--- src/rtl/fir_pkg.sv ---
// Shared types and defaults for the folded-FIR sample pacer.
// State encoding, default sizes and the phase-step helper.
package fir_pkg;

  localparam int DEF_WIDTH       = 16;
  localparam int DEF_FOLD_PERIOD = 29;
  localparam int DEF_DEPTH       = 8;

  typedef enum logic [1:0] {
    IDLE  = 2'd0,
    RUN   = 2'd1,
    DRAIN = 2'd2
  } state_t;

  function automatic logic [7:0] next_phase(
    input logic [7:0] p,
    input int unsigned period
  );
    return (p == 8'(period - 1)) ? 8'd0 : p + 8'd1;
  endfunction

endpackage

--- src/rtl/fir_sample_pacer_if.sv ---
// Upstream sample stream into the pacer FIFO.
// Valid/ready handshake; source is master, pacer is slave.
interface fir_sample_pacer_if
  import fir_pkg::*;
#(
  parameter int WIDTH = DEF_WIDTH
);
  logic                    s_valid;
  logic signed [WIDTH-1:0] s_data;
  logic                    s_ready;

  modport master (
    output s_valid,
    output s_data,
    input  s_ready
  );

  modport slave (
    input  s_valid,
    input  s_data,
    output s_ready
  );
endinterface

--- src/rtl/fir_pacer_fifo.sv ---
// Sample FIFO for the pacer: storage, pointers, occupancy.
// Push/pop are internally guarded against full/empty.
module fir_pacer_fifo
  import fir_pkg::*;
#(
  parameter int WIDTH = DEF_WIDTH,
  parameter int DEPTH = DEF_DEPTH
) (
  input  logic                    clk,
  input  logic                    rst,
  input  logic                    i_push,
  input  logic signed [WIDTH-1:0] i_data,
  input  logic                    i_pop,
  output logic signed [WIDTH-1:0] o_head,
  output logic [$clog2(DEPTH):0]  o_level,
  output logic                    o_empty,
  output logic                    o_ready
);
  localparam int AW = $clog2(DEPTH);

  logic signed [WIDTH-1:0] r_mem [DEPTH];
  logic [AW-1:0]           r_wr;
  logic [AW-1:0]           r_rd;
  logic [AW:0]             r_level;
  logic                    w_push;
  logic                    w_pop;

  assign o_empty = (r_level == '0);
  assign o_ready = (r_level < (AW+1)'(DEPTH));
  assign w_push  = i_push && o_ready;
  assign w_pop   = i_pop && !o_empty;
  assign o_head  = r_mem[r_rd];
  assign o_level = r_level;

  // storage write, no reset needed
  always_ff @(posedge clk) begin
    if (w_push) r_mem[r_wr] <= i_data;
  end

  // pointers and occupancy
  always_ff @(posedge clk) begin
    if (!rst) begin
      r_wr    <= '0;
      r_rd    <= '0;
      r_level <= '0;
    end else begin
      if (w_push) r_wr <= r_wr + 1'b1;
      if (w_pop)  r_rd <= r_rd + 1'b1;
      case ({w_push, w_pop})
        2'b10:   r_level <= r_level + 1'b1;
        2'b01:   r_level <= r_level - 1'b1;
        default: r_level <= r_level;
      endcase
    end
  end
endmodule

--- src/rtl/fir_sample_pacer.sv ---
// Paces FIFO samples into a folded FIR, one every FOLD_PERIOD cycles.
// Optional underrun counter: define FIR_PACER_UNDERRUN_CNT_EN.
module fir_sample_pacer
  import fir_pkg::*;
#(
  parameter int WIDTH       = DEF_WIDTH,
  parameter int FOLD_PERIOD = DEF_FOLD_PERIOD,
  parameter int DEPTH       = DEF_DEPTH
) (
  input  logic                    clk,
  input  logic                    rst,
  fir_sample_pacer_if.slave       s,
  input  logic                    start,
  input  logic                    stop,
  output logic                    fir_en,
  output logic signed [WIDTH-1:0] fir_din,
  output logic                    sample_strobe,
  output logic                    underrun,
  output logic [$clog2(DEPTH):0]  level
`ifdef FIR_PACER_UNDERRUN_CNT_EN
  ,
  output logic [15:0]             underrun_cnt
`endif
);
  state_t                  r_state;
  logic [7:0]              r_phase;
  logic                    r_last_empty;
  logic                    r_fir_en;
  logic signed [WIDTH-1:0] r_din;
  logic                    r_strobe;
  logic                    r_underrun;

  logic signed [WIDTH-1:0] w_head;
  logic                    w_empty;
  logic                    w_ready;
  logic                    w_issue;
  logic                    w_start;
  logic                    w_done;
  logic                    w_slot;
  logic                    w_pop;

  // slot edge: phase back at 0 while pacing
  assign w_issue = (r_state != IDLE) && (r_phase == 8'd0);
  assign w_start = (r_state == IDLE) && start;
  // drain ends one period after a slot found the FIFO empty
  assign w_done  = w_issue && (r_state == DRAIN) && r_last_empty;
  assign w_slot  = w_start || (w_issue && !w_done);
  assign w_pop   = w_slot && !w_empty;

  assign s.s_ready     = w_ready;
  assign fir_en        = r_fir_en;
  assign fir_din       = r_din;
  assign sample_strobe = r_strobe;
  assign underrun      = r_underrun;

  fir_pacer_fifo #(
    .WIDTH (WIDTH),
    .DEPTH (DEPTH)
  ) u_fifo (
    .clk     (clk),
    .rst     (rst),
    .i_push  (s.s_valid),
    .i_data  (s.s_data),
    .i_pop   (w_pop),
    .o_head  (w_head),
    .o_level (level),
    .o_empty (w_empty),
    .o_ready (w_ready)
  );

  // pacing FSM, phase counter and registered outputs
  always_ff @(posedge clk) begin
    if (!rst) begin
      r_state      <= IDLE;
      r_phase      <= 8'd0;
      r_last_empty <= 1'b0;
      r_fir_en     <= 1'b0;
      r_din        <= '0;
      r_strobe     <= 1'b0;
      r_underrun   <= 1'b0;
    end else begin
      r_strobe   <= w_slot;
      r_underrun <= w_slot && w_empty;
      r_din      <= w_pop ? w_head : '0;
      if (w_slot) r_last_empty <= w_empty;
      case (r_state)
        IDLE: begin
          if (start) begin
            r_state  <= RUN;
            r_fir_en <= 1'b1;
            r_phase  <= 8'd1;
          end
        end
        RUN: begin
          r_phase <= next_phase(r_phase, FOLD_PERIOD);
          if (stop) r_state <= DRAIN;
        end
        DRAIN: begin
          if (w_done) begin
            r_state  <= IDLE;
            r_fir_en <= 1'b0;
            r_phase  <= 8'd0;
          end else begin
            r_phase <= next_phase(r_phase, FOLD_PERIOD);
          end
        end
        default: begin
          r_state  <= IDLE;
          r_fir_en <= 1'b0;
          r_phase  <= 8'd0;
        end
      endcase
    end
  end

`ifdef FIR_PACER_UNDERRUN_CNT_EN
  logic [15:0] r_ucnt;

  // saturating count of underrun slots
  always_ff @(posedge clk) begin
    if (!rst) begin
      r_ucnt <= '0;
    end else if (w_slot && w_empty && (r_ucnt != 16'hFFFF)) begin
      r_ucnt <= r_ucnt + 16'd1;
    end
  end

  assign underrun_cnt = r_ucnt;
`endif
endmodule

--- src/flat_wrapper.sv ---
// flat-port wrapper written by rule: the top's interface ports become plain ports
module fir_sample_pacer_flat import fir_pkg::*;
#(
  parameter int WIDTH       = DEF_WIDTH,
  parameter int FOLD_PERIOD = DEF_FOLD_PERIOD,
  parameter int DEPTH       = DEF_DEPTH
)
  (clk, rst, start, stop, fir_en, fir_din, sample_strobe, underrun, level, s_s_valid, s_s_data, s_s_ready);
  fir_sample_pacer_if #(.WIDTH(WIDTH)) s_i ();
  input  logic clk;
  input  logic rst;
  input  logic start;
  input  logic stop;
  output logic fir_en;
  output logic signed [WIDTH-1:0] fir_din;
  output logic sample_strobe;
  output logic underrun;
  output logic [$clog2(DEPTH):0] level;
  input wire logic [$bits(s_i.s_valid)-1:0] s_s_valid;
  input wire logic [$bits(s_i.s_data)-1:0] s_s_data;
  output wire logic [$bits(s_i.s_ready)-1:0] s_s_ready;
  assign s_i.s_valid = s_s_valid;
  assign s_i.s_data = s_s_data;
  assign s_s_ready = s_i.s_ready;
  fir_sample_pacer #(.WIDTH(WIDTH), .FOLD_PERIOD(FOLD_PERIOD), .DEPTH(DEPTH)) u_core (.clk(clk), .rst(rst), .s(s_i), .start(start), .stop(stop), .fir_en(fir_en), .fir_din(fir_din), .sample_strobe(sample_strobe), .underrun(underrun), .level(level));
endmodule
--- config.mk ---
export PLATFORM = sky130hd
export DESIGN_NAME = fir_sample_pacer_flat
export DESIGN_NICKNAME = d
export VERILOG_FILES = /design/src/rtl/fir_pkg.sv /design/src/rtl/fir_sample_pacer_if.sv /design/src/rtl/fir_pacer_fifo.sv /design/src/rtl/fir_sample_pacer.sv /design/src/flat_wrapper.sv
export SDC_FILE = /design/constraint.sdc
export NUM_CORES = 1
export LEC_CHECK = 0
export ABC_AREA = 1
export CORE_ASPECT_RATIO = 1.1
export CORE_MARGIN = 1
export CORE_UTILIZATION = 40
export CTS_CLUSTER_SIZE = 30
export DETAILED_ROUTE_END_ITERATION = 10
export PLACE_DENSITY = 0.62
export SLEW_MARGIN = 20
export SYNTH_ARGS = -nofsm -noshare
export SYNTH_HDL_FRONTEND = slang
export SYNTH_SLANG_ARGS = --single-unit
export TNS_END_PERCENT = 50
--- constraint.sdc ---
create_clock -name clk -period 2.6 [get_ports clk]
set_input_delay 0.26 -clock clk [delete_from_list [all_inputs] [get_ports clk]]
set_output_delay 0.26 -clock clk [all_outputs]
set_load 0.05 [all_outputs]
==> results.sh, run 1 <==
export IMPL_min_path_type="reg2reg"
export IMPL_worst_pin_slew_ns=0.726
export IMPL_drt_iter0_drc=243
export IMPL_peakVddDrop_mv=0.557
export IMPL_clkTransAtPathRegs_ns=0.07
export IMPL_fin_crit_ns=2.37
export IMPL_ys_top_cells_by_area="edfxtp_1 58%, dfxtp_1 12%, nor2_1 4.7%"
export IMPL_tritoncts="built"
export IMPL_firstDrtPassIters=10
export IMPL_viasPerCell=5.31
export IMPL_numCtsBuffers=17
export IMPL_die_height_um=138
export IMPL_ys_types=34
export IMPL_p_switching_mw=2.43
export IMPL_status="finished, violations left"
export IMPL_dp_hpwl_um=9010
export IMPL_layout_drive_gt1_share=0.129
export IMPL_num_io_pins=45
export IMPL_ys_ff_latch=168
export IMPL_max_cap_violations=0
export IMPL_syn_inst=578
export IMPL_cts_max_path_buffers=2
export IMPL_worst_setup_path_end_kind="register"
export IMPL_worst_clock_skew_ns=0.0140
export IMPL_max_freq_ghz=0.422
export IMPL_power_density_nw_per_um2=942
export IMPL_vias=4534
export IMPL_diodes=0
export IMPL_max_slew_margin=0.515
export IMPL_violations="DRC"
export IMPL_crit_type="reg2reg"
export IMPL_yosysWarnings=0
export IMPL_crit_path_start_kind="register"
export IMPL_switching_share=0.323
export IMPL_p_clk_frac=0.320
export IMPL_avgSynthCellArea_um2=11.6
export IMPL_finalPower_mw=7.53
export IMPL_worstPathArrival_ns=2.72
export IMPL_clockRootBuffer="clkbuf_16"
export IMPL_die_area_um2=17200
export IMPL_grt_pass1_wl_um=23200
export IMPL_setup_viol=0
export IMPL_die_w_um=125
export IMPL_cts_setup_buffers=0
export IMPL_syn_to_final_growth_pct=19.7
export IMPL_hold_viol=0
export IMPL_io_buffers=44
export IMPL_final_nets=666
export IMPL_post_route_period_util=0.912
export IMPL_rsz0062_at_grt="no"
export IMPL_grt_max_degree=67
export IMPL_pwr_share_seq=0.424
export IMPL_worstSkewPairLatency_ns=0.42
export IMPL_drt_wl_total_um=14900
export IMPL_synth_top_area_share=0.576
export IMPL_cp_required_ns=2.95
export IMPL_grt_overflow=0
export IMPL_grtUsageTotal=0.180
export IMPL_start_util=0.409
export IMPL_syn_nets=607
export IMPL_crit_fanout=5
export IMPL_numClockSinks=168
export IMPL_netlist_area_um2=6680
export IMPL_p_int_mw=5.10
export IMPL_drc=2
export IMPL_cts_max_level=4
export IMPL_core_region_area_um2=16300
export IMPL_p_leak_nw=2.85
export IMPL_wire_per_inst_um=17.4
export IMPL_fin_setup_tns_ns=0
export IMPL_grt_pass1_vias=4442
export IMPL_antenna_found_initial=0
export IMPL_timing_max_transition_violations_final=0
export IMPL_ctsHoldBuffers=0
export IMPL_ant_nets=0
export IMPL_gp_congestion=0.816
export IMPL_yosysSeqAreaShare=0.696
export IMPL_synth_largest_area_cell="edfxtp_1"
export IMPL_rows=49
export IMPL_combPwrFrac=0.256
-- registers in the layout, indices dropped and copies added (netlist names) --
signal and cells:
u_core.u_fifo.o_level 4, u_core.fir_din 16, u_core.u_fifo.r_rd 3, u_core.r_phase 8, u_core.sample_strobe 1, u_core.u_fifo.r_wr 3, u_core.r_last_empty 1, u_core.fir_en 1
u_core.underrun 1, u_core.u_fifo.r_mem 128, u_core.r_state 2
-- synthesized netlist by cell type --
| library cell | n |
|---|---|
| fa_1 | 1 |
| o21ai_1 | 18 |
| o2111ai_1 | 1 |
| clkinv_1 | 1 |
| clkinv_2 | 1 |
| nand2_1 | 72 |
| xnor2_1 | 1 |
| buf_6 | 2 |
| a211oi_1 | 1 |
| o22ai_1 | 32 |
| edfxtp_1 | 128 |
| buf_4 | 5 |
| or2_2 | 1 |
| nor2_4 | 2 |
| nor3_1 | 2 |
| ha_1 | 7 |
| buf_2 | 4 |
| nor2_2 | 3 |
| dfxtp_1 | 40 |
| nand4_1 | 7 |
| o211ai_1 | 1 |
| nor2_1 | 84 |
| nand2_2 | 1 |
| inv_2 | 5 |
| nand3_2 | 1 |
| xor2_1 | 1 |
| clkbuf_1 | 16 |
| inv_1 | 28 |
| nand2_4 | 3 |
| nand3_1 | 17 |
| o21ai_0 | 54 |
| inv_4 | 1 |
| a21oi_2 | 10 |
| a21oi_1 | 27 |
-- per-stage QoR --
| step | utilization | hold WS, ns | cells | setup slack (ns) | instance area [um^2] |
|---|---|---|---|---|---|
| floorplan | - | 0.359 | 578 | 0.00113 | 6680 |
| global placement | 0.455 | 0.475 | 822 | 0.223 | 7420 |
| detailed placement | 0.455 | 0.454 | 822 | 0.137 | 7420 |
| CTS | 0.490 | 0.449 | 854 | 0.141 | 7990 |
| global route | 0.490 | 0.467 | 854 | 0.0335 | 8000 |
| finish | 0.490 | 0.460 | 854 | 0.228 | 8000 |
-- layer usage --
| layer | vias to the layer above | global-route usage | routed length (um) |
|---|---|---|---|
| li1 | 2164 | - | - |
| met1 | 2233 | 0.217 | 6330 |
| met2 | 112 | 0.316 | 7630 |
| met3 | 25 | 0.0311 | 589 |
| met4 | 0 | 0.0881 | 327 |
| met5 | - | 0 | 0 |
-- repair_timing --
item,in CTS,in global routing
setup endpoints to repair,0,1
resized for setup,0,3
endpoints found under the hold margin,0,0
-- path summary, 6_finish.rpt --
check	cells after the start	start	slack, ns	endpoint
min reg2reg	2	u_core.fir_en$_SDFFE_PN0P_	0.46	u_core.fir_en$_SDFFE_PN0P_
min	2	u_core.fir_en$_SDFFE_PN0P_	0.46	u_core.fir_en$_SDFFE_PN0P_
max reg2reg	17	u_core.r_phase[1]$_SDFFE_PN0P_	0.23	u_core.u_fifo.o_level[3]$_SDFFE_PN0P_
max	17	u_core.r_phase[1]$_SDFFE_PN0P_	0.23	u_core.u_fifo.o_level[3]$_SDFFE_PN0P_
-- final cells by class --
cell class,count,area [um^2]
clock buffers,19,453
clock inverters,13,120
fillers,1455,8310
inverters,36,139
multi-input cells,347,1760
flip-flops and latches,168,4650
well taps,204,255
repair buffers,67,626
-- logic make-up after synthesis --
group | count (synthesis) | synth area share
buffers and inverters | 63 | 0.0418
adders and majority gates | 8 | 0.0161
DFF | 168 | 0.696
and+or+nand+nor | 193 | 0.123
AOI/OAI and AO/OA | 144 | 0.121
xor gates and xnor gates | 2 | 0.00262
-- power by group through the flow --
stage / Clock (mW) / Sequential, mW / Combinational [mW]
2_1_floorplan: 0 / 3.53 / 1.06
3_3_place_gp: 0 / 3.24 / 1.87
3_5_place_dp: 0 / 3.25 / 1.92
4_1_cts: 2.46 / 3.20 / 1.93
5_1_grt: 2.56 / 3.22 / 2.11
6_report: 2.41 / 3.20 / 1.93
-- placed cells by master, fill, tap and decap left out, drive strengths merged, types with 19 or more instances in the layout --
master	count
edfxtp	128
o22ai	32
buf	23
o21ai	72
a21oi	37
nand2	76
clkdlybuf4s50	44
inv	37
dfxtp	40
nor2	89
clkbuf	19
-- worst max-delay path: stages (launching register included) --
cell and delay (ns):
dfxtp_1 0.35, inv_1 0.09, ha_1 0.19, nand3_1 0.10, nor2_2 0.13, nand3_2 0.10, nand2_4 0.10, nand2_4 0.07
inv_4 0.08, ha_2 0.22, ha_1 0.27, a21oi_1 0.15, nand2_1 0.08, a21oi_1 0.11, o21ai_1 0.09, nand2_1 0.07
nand2_1 0.05, nor2_1 0.07
(Power assumes the default switching activity.)
==> run 2: changes to the inputs <==
--- a/config.mk
+++ b/config.mk
@@ -12,6 +12,7 @@
 export CTS_CLUSTER_SIZE = 30
 export DETAILED_ROUTE_END_ITERATION = 10
 export PLACE_DENSITY = 0.62
+export REMOVE_ABC_BUFFERS = 1
 export SLEW_MARGIN = 20
 export SYNTH_ARGS = -nofsm -noshare
 export SYNTH_HDL_FRONTEND = slang
==> results.sh, run 2 (same netlist as run 1, synthesis figures left out) <==
export IMPL_status="finished, violations left"
export IMPL_violations="DRC"
export IMPL_worst_pin_slew_ns=0.780
export IMPL_antenna_found_initial=0
export IMPL_p_clk_frac=0.341
export IMPL_clkTransAtPathRegs_ns=0.07
export IMPL_grt_max_degree=66
export IMPL_min_path_type="in2reg"
export IMPL_layout_drive_gt1_share=0.119
export IMPL_largest_reg_flops=128
export IMPL_hold_slack_ns=0.478
export IMPL_crit_fanout=5
export IMPL_syn_to_final_growth_pct=19.6
export IMPL_r2r_cells=17
export IMPL_num_io_pins=45
export IMPL_grt_pass1_vias=4321
export IMPL_worst_setup_path_end_kind="register"
export IMPL_timing_max_transition_violations_final=0
export IMPL_clockRootBuffer="clkbuf_16"
export IMPL_core_region_area_um2=16300
export IMPL_switching_share=0.312
export IMPL_pwr_share_seq=0.419
export IMPL_cp_required_ns=2.97
export IMPL_grt_pass1_wl_um=22600
export IMPL_peakVddDrop_mv=0.650
export IMPL_place_area_um2=7340
export IMPL_vias=4409
export IMPL_seqCellArea_um2=4650
export IMPL_worstSkewPairLatency_ns=0.43
export IMPL_whs_path_depth=3
export IMPL_firstDrtPassIters=7
export IMPL_max_cap_violations=0
export IMPL_layout_cells_non_filler=844
export IMPL_die_height_um=138
export IMPL_fin_area_um2=7980
export IMPL_fillers=1444
export IMPL_largest_register="u_core.u_fifo.r_mem"
export IMPL_rows=49
export IMPL_layout_commonest_cell="edfxtp_1"
export IMPL_ant_nets=0
export IMPL_post_route_period_util=0.890
export IMPL_diodes=0
export IMPL_p_leak_nw=2.82
export IMPL_setup_viol=0
export IMPL_cts_max_level=4
export IMPL_drt_wl_total_um=14200
export IMPL_dp_cells=812
export IMPL_grt_overflow=0
export IMPL_io_buffers=44
export IMPL_power_density_nw_per_um2=970
export IMPL_cts_setup_buffers=0
export IMPL_grtUsageTotal=0.178
export IMPL_crit_chain="inv_1, ha_1, nand3_1, nor2_2, nand3_2, nand2_4, nand2_4, inv_4, ha_4, ha_1, a21oi_1, nand2_1, a21oi_1, o21ai_1, nand2_1, nand2_1, nor2_1"
export IMPL_hold_viol=0
export IMPL_max_stage_delay_ns=0.34
export IMPL_max_freq_ghz=0.432
export IMPL_path_common_cell="nand2_1"
export IMPL_wire_per_inst_um=16.8
export IMPL_dp_hpwl_um=7910
export IMPL_cts_max_path_buffers=2
export IMPL_numCtsBuffers=17
export IMPL_max_slew_margin=0.480
export IMPL_viasPerCell=5.22
export IMPL_crit_type="reg2reg"
export IMPL_die_area_um2=17200
export IMPL_worstPathArrival_ns=2.69
export IMPL_numClockSinks=168
export IMPL_gp_congestion=0.818
export IMPL_crit_path_start_kind="register"
export IMPL_drc=8
export IMPL_tritoncts="built"
export IMPL_drt_iter0_drc=262
export IMPL_cp_slowest_cell="dfxtp_1"
export IMPL_final_nets=656
export IMPL_rsz0062_at_grt="no"
export IMPL_postLayoutCoreUtil=0.490
export IMPL_p_switching_mw=2.41
export IMPL_mostFrequentLayoutCells="128 x edfxtp_1, 84 x nor2_1, 72 x nand2_1, 53 x o21ai_0, 44 x clkdlybuf4s50_1"
export IMPL_fin_crit_ns=2.32
export IMPL_worst_clock_skew_ns=0.0112
export IMPL_die_w_um=125
export IMPL_start_util=0.409
export IMPL_p_int_mw=5.33
export IMPL_combPwrFrac=0.241
export IMPL_fin_setup_tns_ns=0
export IMPL_multi_input_area_um2=1770
run 2: cell count changes in the layout (fill, tap and decap cells not counted), sizes merged:
cell,previous run,this run
bufinv,1,4
clkbuf,19,17
clkinvlp,3,4
inv,37,36
clkinv,8,7
buf,23,13
run 2: critical path, delay by kind of cell (launching register included):
kind	cells	cell delay, ns
buf+inv	2	0.18
compound gates	3	0.37
fa+ha+maj	3	0.62
flops	1	0.34
simple gates	9	0.74
run 2: path summary, 6_finish.rpt:
check,start,end,slack (ns)
worst min-delay path,stop,u_core.r_state[1]$_SDFFE_PN0P_,0.48
worst max register to register,u_core.r_phase[1]$_SDFFE_PN0P_,u_core.u_fifo.o_level[3]$_SDFFE_PN0P_,0.28
worst max-delay path,u_core.r_phase[1]$_SDFFE_PN0P_,u_core.u_fifo.o_level[3]$_SDFFE_PN0P_,0.28
worst min register to register,u_core.r_phase[4]$_SDFFE_PN0P_,u_core.r_phase[4]$_SDFFE_PN0P_,0.49
run 2: per-layer routing:
metal	track usage	vias up	part of all wire
li1	-	2152	-
met2	0.313	91	0.50
met5	0	-	0
met3	0.0419	17	0.043
met1	0.216	2149	0.45
met4	0.0617	0	0.012
run 2: stage by stage:
| step | setup slack, ns | total power, mW |
|---|---|---|
| floorplan | 0.00215 | 4.50 |
| global placement | 0.223 | 5.09 |
| detailed placement | 0.156 | 5.15 |
| CTS | 0.125 | 7.78 |
| global route | 0.0138 | 8.11 |
| finish | 0.285 | 7.75 |
run 2: repair_timing:
action	4_1_cts	5_1_grt
setup endpoints to repair	0	1
hold buffers	0	0
gates resized for setup	0	4
run 2: power groups by stage:
stage | clock [mW] | combinational, mW | sequential, mW
3_3_place_gp | 0 | 1.80 | 3.29
4_1_cts | 2.68 | 1.85 | 3.24
3_5_place_dp | 0 | 1.85 | 3.30
6_report | 2.64 | 1.86 | 3.24
5_1_grt | 2.79 | 2.05 | 3.27
2_1_floorplan | 0 | 0.892 | 3.61
run 2: layout make-up:
cell class              count  share of cell area
clock buffers              17              0.0533
multi-input cells         347               0.221
inverters                  36              0.0174
flip-flops and latches    168               0.582
repair buffers             57              0.0690
well taps                 204              0.0320
clock inverters            15              0.0251
